==> src/rtl/pipe_stage_buf_pkg.sv <==
// Shared pipeline payload field widths, pack offsets and per-boundary payload widths.
package pipe_stage_buf_pkg;

    // Stage payload field widths
    localparam int unsigned WORD_ADDR_BUS     = 30;
    localparam int unsigned DATA_WIDTH_INSN   = 32;
    localparam int unsigned DATA_WIDTH_ALU_OP = 4;
    localparam int unsigned DATA_WIDTH_MEM_OP = 2;
    localparam int unsigned DATA_WIDTH_GPR    = 32;

    // IF/ID pack offsets: {insn, pc}
    localparam int unsigned IF_ID_PC_LSB   = 0;
    localparam int unsigned IF_ID_INSN_LSB = IF_ID_PC_LSB + WORD_ADDR_BUS;
    localparam int unsigned IF_ID_PAYLOAD_W = IF_ID_INSN_LSB + DATA_WIDTH_INSN;

    // ID/EX pack offsets: {gpr_b, gpr_a, mem_op, alu_op, pc}
    localparam int unsigned ID_EX_PC_LSB     = 0;
    localparam int unsigned ID_EX_ALU_OP_LSB = ID_EX_PC_LSB + WORD_ADDR_BUS;
    localparam int unsigned ID_EX_MEM_OP_LSB = ID_EX_ALU_OP_LSB + DATA_WIDTH_ALU_OP;
    localparam int unsigned ID_EX_GPR_A_LSB  = ID_EX_MEM_OP_LSB + DATA_WIDTH_MEM_OP;
    localparam int unsigned ID_EX_GPR_B_LSB  = ID_EX_GPR_A_LSB + DATA_WIDTH_GPR;
    localparam int unsigned ID_EX_PAYLOAD_W  = ID_EX_GPR_B_LSB + DATA_WIDTH_GPR;

    // EX/MEM pack offsets: {store_data, alu_result, mem_op, pc}
    localparam int unsigned EX_MEM_PC_LSB     = 0;
    localparam int unsigned EX_MEM_MEM_OP_LSB = EX_MEM_PC_LSB + WORD_ADDR_BUS;
    localparam int unsigned EX_MEM_RESULT_LSB = EX_MEM_MEM_OP_LSB + DATA_WIDTH_MEM_OP;
    localparam int unsigned EX_MEM_STORE_LSB  = EX_MEM_RESULT_LSB + DATA_WIDTH_GPR;
    localparam int unsigned EX_MEM_PAYLOAD_W  = EX_MEM_STORE_LSB + DATA_WIDTH_GPR;

endpackage

==> src/rtl/pipe_stage_buf.sv <==
// Elastic pipeline-stage register with valid/ready handshake, synchronous flush and
// optional two-entry skid storage (SKID=1) that decouples in_ready from out_ready.
module pipe_stage_buf
    import pipe_stage_buf_pkg::*;
#(
    parameter int unsigned PAYLOAD_W = 128,
    parameter bit          SKID      = 1'b1
) (
    input  logic                 clk,
    input  logic                 reset,
    input  logic                 flush,
    input  logic                 in_valid,
    output logic                 in_ready,
    input  logic [PAYLOAD_W-1:0] in_payload,
    output logic                 out_valid,
    input  logic                 out_ready,
    output logic [PAYLOAD_W-1:0] out_payload,
    output logic [1:0]           occupancy
);

    // Encoding equals occupancy so the state register drives it directly.
    typedef enum logic [1:0] {
        StEmpty = 2'd0,
        StOne   = 2'd1,
        StFull  = 2'd2
    } state_e;

    logic in_fire;
    logic out_fire;

    assign in_fire  = in_valid & in_ready;
    assign out_fire = out_valid & out_ready;

    if (SKID) begin : g_skid
        state_e               state_q, state_d;
        logic [PAYLOAD_W-1:0] main_q, main_d;
        logic [PAYLOAD_W-1:0] skid_q, skid_d;

        // Next-state and payload steering; flush overrides everything.
        always_comb begin
            state_d = state_q;
            main_d  = main_q;
            skid_d  = skid_q;
            unique case (state_q)
                StEmpty: begin
                    if (in_fire) begin
                        main_d  = in_payload;
                        state_d = StOne;
                    end
                end
                StOne: begin
                    if (in_fire && out_fire) begin
                        main_d = in_payload;
                    end else if (in_fire) begin
                        skid_d  = in_payload;
                        state_d = StFull;
                    end else if (out_fire) begin
                        state_d = StEmpty;
                    end
                end
                StFull: begin
                    if (out_fire) begin
                        main_d  = skid_q;
                        state_d = StOne;
                    end
                end
                default: state_d = StEmpty;
            endcase
            if (flush) begin
                // Same-cycle push is discarded; payload contents are don't-care once empty.
                state_d = StEmpty;
                main_d  = main_q;
                skid_d  = skid_q;
            end
        end

        // State and payload registers.
        always_ff @(posedge clk or negedge reset) begin
            if (!reset) begin
                state_q <= StEmpty;
                main_q  <= '0;
                skid_q  <= '0;
            end else begin
                state_q <= state_d;
                main_q  <= main_d;
                skid_q  <= skid_d;
            end
        end

        // in_ready comes from registered state only, no path from out_ready.
        always_comb begin
            in_ready    = (state_q != StFull);
            out_valid   = (state_q != StEmpty);
            out_payload = main_q;
            occupancy   = state_q;
        end
    end else begin : g_single
        logic                 valid_q, valid_d;
        logic [PAYLOAD_W-1:0] main_q, main_d;

        // Single-entry next state; a simultaneous push and pop replaces with no bubble.
        always_comb begin
            valid_d = valid_q;
            main_d  = main_q;
            if (flush) begin
                valid_d = 1'b0;
            end else if (in_fire) begin
                valid_d = 1'b1;
                main_d  = in_payload;
            end else if (out_fire) begin
                valid_d = 1'b0;
            end
        end

        // Valid flag and payload register.
        always_ff @(posedge clk or negedge reset) begin
            if (!reset) begin
                valid_q <= 1'b0;
                main_q  <= '0;
            end else begin
                valid_q <= valid_d;
                main_q  <= main_d;
            end
        end

        // Combinational in_ready: accept when empty or when draining this cycle.
        always_comb begin
            in_ready    = ~valid_q | out_ready;
            out_valid   = valid_q;
            out_payload = main_q;
            occupancy   = {1'b0, valid_q};
        end
    end

endmodule

==> config.mk <==
export PLATFORM = sky130hd
export DESIGN_NAME = pipe_stage_buf
export DESIGN_NICKNAME = d
export VERILOG_FILES = /design/src/rtl/pipe_stage_buf_pkg.sv /design/src/rtl/pipe_stage_buf.sv
export SDC_FILE = /design/constraint.sdc
export NUM_CORES = 1
export LEC_CHECK = 0
export ABC_AREA = 1
export CAP_MARGIN = 20
export CORE_MARGIN = 4
export CORE_UTILIZATION = 55
export CTS_CLUSTER_DIAMETER = 60
export CTS_CLUSTER_SIZE = 28
export DETAILED_ROUTE_END_ITERATION = 8
export DONT_BUFFER_PORTS = 1
export PLACE_DENSITY = 0.7
export SLEW_MARGIN = 20
export SYNTH_ARGS = -nofsm -noshare
export SYNTH_HDL_FRONTEND = slang
export SYNTH_SLANG_ARGS = --single-unit
export TNS_END_PERCENT = 50
==> constraint.sdc <==
create_clock -name clk -period 1.4 [get_ports clk]
set_input_delay 0.35 -clock clk [delete_from_list [all_inputs] [get_ports clk]]
set_output_delay 0.35 -clock clk [all_outputs]
set_load 0.02 [all_outputs]
==> impl_metrics.py <==
metrics = {
    "outcome": {
        "outcome": "complete, but fails checks",
        "violations": "hold timing, setup timing",
    },
    "floorplanning": {
        "start_util_pct": 56.5,
        "die_w_um": 156,
        "core_area_mm2": 0.0212,
        "placement_rows": 53,
        "die_area_mm2": 0.0242,
        "die_h_um": 156,
        "top_level_ports": 265,
    },
    "synth": {
        "synth_nets": 1698,
        "ys_warn_count": 0,
        "synth-seq-area-share_pct": 53.8,
        "yosys_register_bits": 258,
        "synth_cells": 1565,
        "avgSynthCellArea_um2": 7.67,
        "synth_area_mm2": 0.0120,
        "synth.distinct_cells": 13,
    },
    "global_routing": {
        "grt_max_degree": 259,
        "grt_antenna_before_repair": 0,
        "grt_overflow_total": 0,
        "grt_pass1_vias": 11488,
        "grt_pass1_wl_mm": 62.4,
        "grt_usage_pct": 31.5,
    },
    "setup_path": {
        "crit_arrival_ns": 2.19,
        "worstReg2RegStart": "occupancy[1]",
        "end_kind": "flop",
        "worst_setup_path_start_kind": "flop",
        "startpoint": "occupancy[1]",
        "required_ns": 1.85,
        "path_max_fanout": 7,
        "timing_worst_setup_path_type": "flop to flop",
    },
    "cts": {
        "insertion_delay_ns": 0.51,
        "cts_max_level": 1,
        "clk_pin_slew_ns": 0.09,
        "clockBufferDepth": 3,
        "cts_made_buffers": 19,
        "cts.sinks": 258,
        "cts_root_buf": "clkbuf_16",
        "cts_tree": "built",
    },
    "final_layout": {
        "multi_input_area_mm2": 0.00543,
        "syn_to_final_growth_pct": 31.8,
        "nFillCells": 1515,
        "seqCellArea_mm2": 0.00647,
        "utilization_pct": 74.5,
        "antenna_cells": 0,
        "drive_above_1_share_pct": 13.3,
        "final_nets": 1804,
    },
    "timing": {
        "grt_setup_unrepaired": "yes",
        "relSlewSlack_pct": 40.4,
        "hold_ws_ns": -0.470,
        "setup_viol_count_final": 261,
        "min_period_ns": 1.74,
        "slew_viol_final": 0,
        "tightest_slew_ns": 0.894,
        "setup_ws_ns": -0.344,
        "final-hold-violation-count": 258,
        "finClkSkew_ns": 0.0158,
        "fin_crit_sh_pct": 125,
        "fmax_mhz": 573,
    },
    "routing": {
        "via_count": 11795,
        "drcViolationCount": 0,
        "wire_per_inst_um": 21.2,
        "drt-initial-drc-count": 1176,
        "dr.pass1.iters": 6,
        "drt-vias-per-instance": 6.02,
        "ant_nets": 0,
        "wl_mm": 41.6,
    },
    "place": {
        "gp_congestion": 0.809,
        "port_buffers": 0,
        "pre_cts_slack_ns": -0.176,
        "hpwl_mm": 19.5,
    },
    "pwr": {
        "p_per_area_mw_per_mm2": 1660,
        "leakagePower_nw": 8.22,
        "ir_drop_mv": 1.47,
    },
    "worst_hold_path": {
        "hold_class": "input pin to async pin",
    },
    "flow_run": {
        "drv_cap": 0,
    },
}
==> final timing paths <==
kind / end / slack [ns] / depth (start not counted)
max: g_skid.skid_q[54] / -0.34 / 9
min: out_payload[123] / -0.47 / 0
max reg2reg: g_skid.skid_q[54] / -0.34 / 9
min reg2reg: g_skid.skid_q[3] / 0.48 / 2
max in group asynchronous: out_payload[92] / 1.07 / 0
min in group clk: occupancy[1] / 0.03 / 3
==> worst max-delay path, stage by stage, from the launching register on <==
cell and delay, ns:
dfrtp_4 0.51, buf_6 0.13, nor2_4 0.10, inv_2 0.07
nor2_4 0.21, buf_12 0.19, buf_12 0.15, buf_16 0.15
nand3_2 0.08, nand2_1 0.09
==> what timing repair did <==
item                       4_1_cts  5_1_grt
pin swaps                        2       87
setup buffers                   11       12
setup endpoints to repair      262      271
gates resized for setup         20      121
hold buffers                   127        1
cloned                          13       14
hold endpoints to repair       385      259
==> layout make-up <==
class                   count  share of cell area [%]
clock buffers              21                    3.18
multi-input cells        1175                    34.4
well taps                 275                    2.18
clock inverters            12                   0.902
repair buffers            211                    18.3
inverters                   6                   0.190
flip-flops and latches    258                    40.9
==> where the power goes <==
part	leakage (nW)	internal (mW)	total (mW)	switching, mW
registers	3.21	10.4	13.9	3.52
clock network	0.318	2.92	5.86	2.94
logic	4.69	2.69	6.52	3.83
==> cells in the final DEF, fill, tap and decap left out, drive strengths merged <==
cell type    Yosys  routed
nand3          386     386
nor2             3       3
inv              6      12
clkbuf          18      34
nand2          783     783
bufinv           0       1
clkinv           0       4
bufbuf           0       5
o21a             1       1
clkinvlp         0       1
dlygate4sd3      0     128
dfrtp          258     258
o21ai            2       2
buf            108      65
==> routing by layer <==
layer	track usage [%]	share of wire [%]	up-vias
li1	-	-	5232
met1	43.4	38	5672
met2	50.0	47	771
met3	7.74	12	120
met4	9.63	3.4	0
met5	0	0	-
==> through the flow <==
stage | setup TNS (ns) | cell area, µm² | cells | power [mW]
detailed placement | -29.91 | 12300 | 1749 | 19.0
global placement | -13.85 | 12300 | 1749 | 18.7
finish | -58.89 | 15800 | 1958 | 26.3
global route | -70.81 | 15800 | 1958 | 27.8
CTS | -54.95 | 14900 | 1933 | 25.5
floorplan | 0 | 12000 | 1565 | 17.1
==> cells by family (layout without fill, tap and decap cells) <==
logic type             after synthesis  count (layout)  share of synthesized area, %
AO/OA/AOI/OAI                        3               3                         0.146
buffers and inverters              132             250                          5.32
flip-flops                         258             258                          53.8
AND/OR/NAND/NOR                   1172            1172                          40.7
==> flip-flops by register name (all words and copies together) (netlist names) <==
name	cells
g_skid.skid_q	128
occupancy	2
out_payload	128
==> cell usage after synthesis <==
cell type  instances  area, µm²
dfrtp_1          258       6460
buf_2            102        510
nor2_1             2       7.51
o21a_1             1       7.51
nor2_2             1       6.26
inv_2              3       11.3
nand2_1          783       2940
inv_1              3       11.3
buf_1              2       7.51
o21ai_0            2       10.0
buf_4              4       30.0
nand3_1          386       1930
clkbuf_1          18       67.6
No activity file was read; power rests on OpenSTA's default activity.
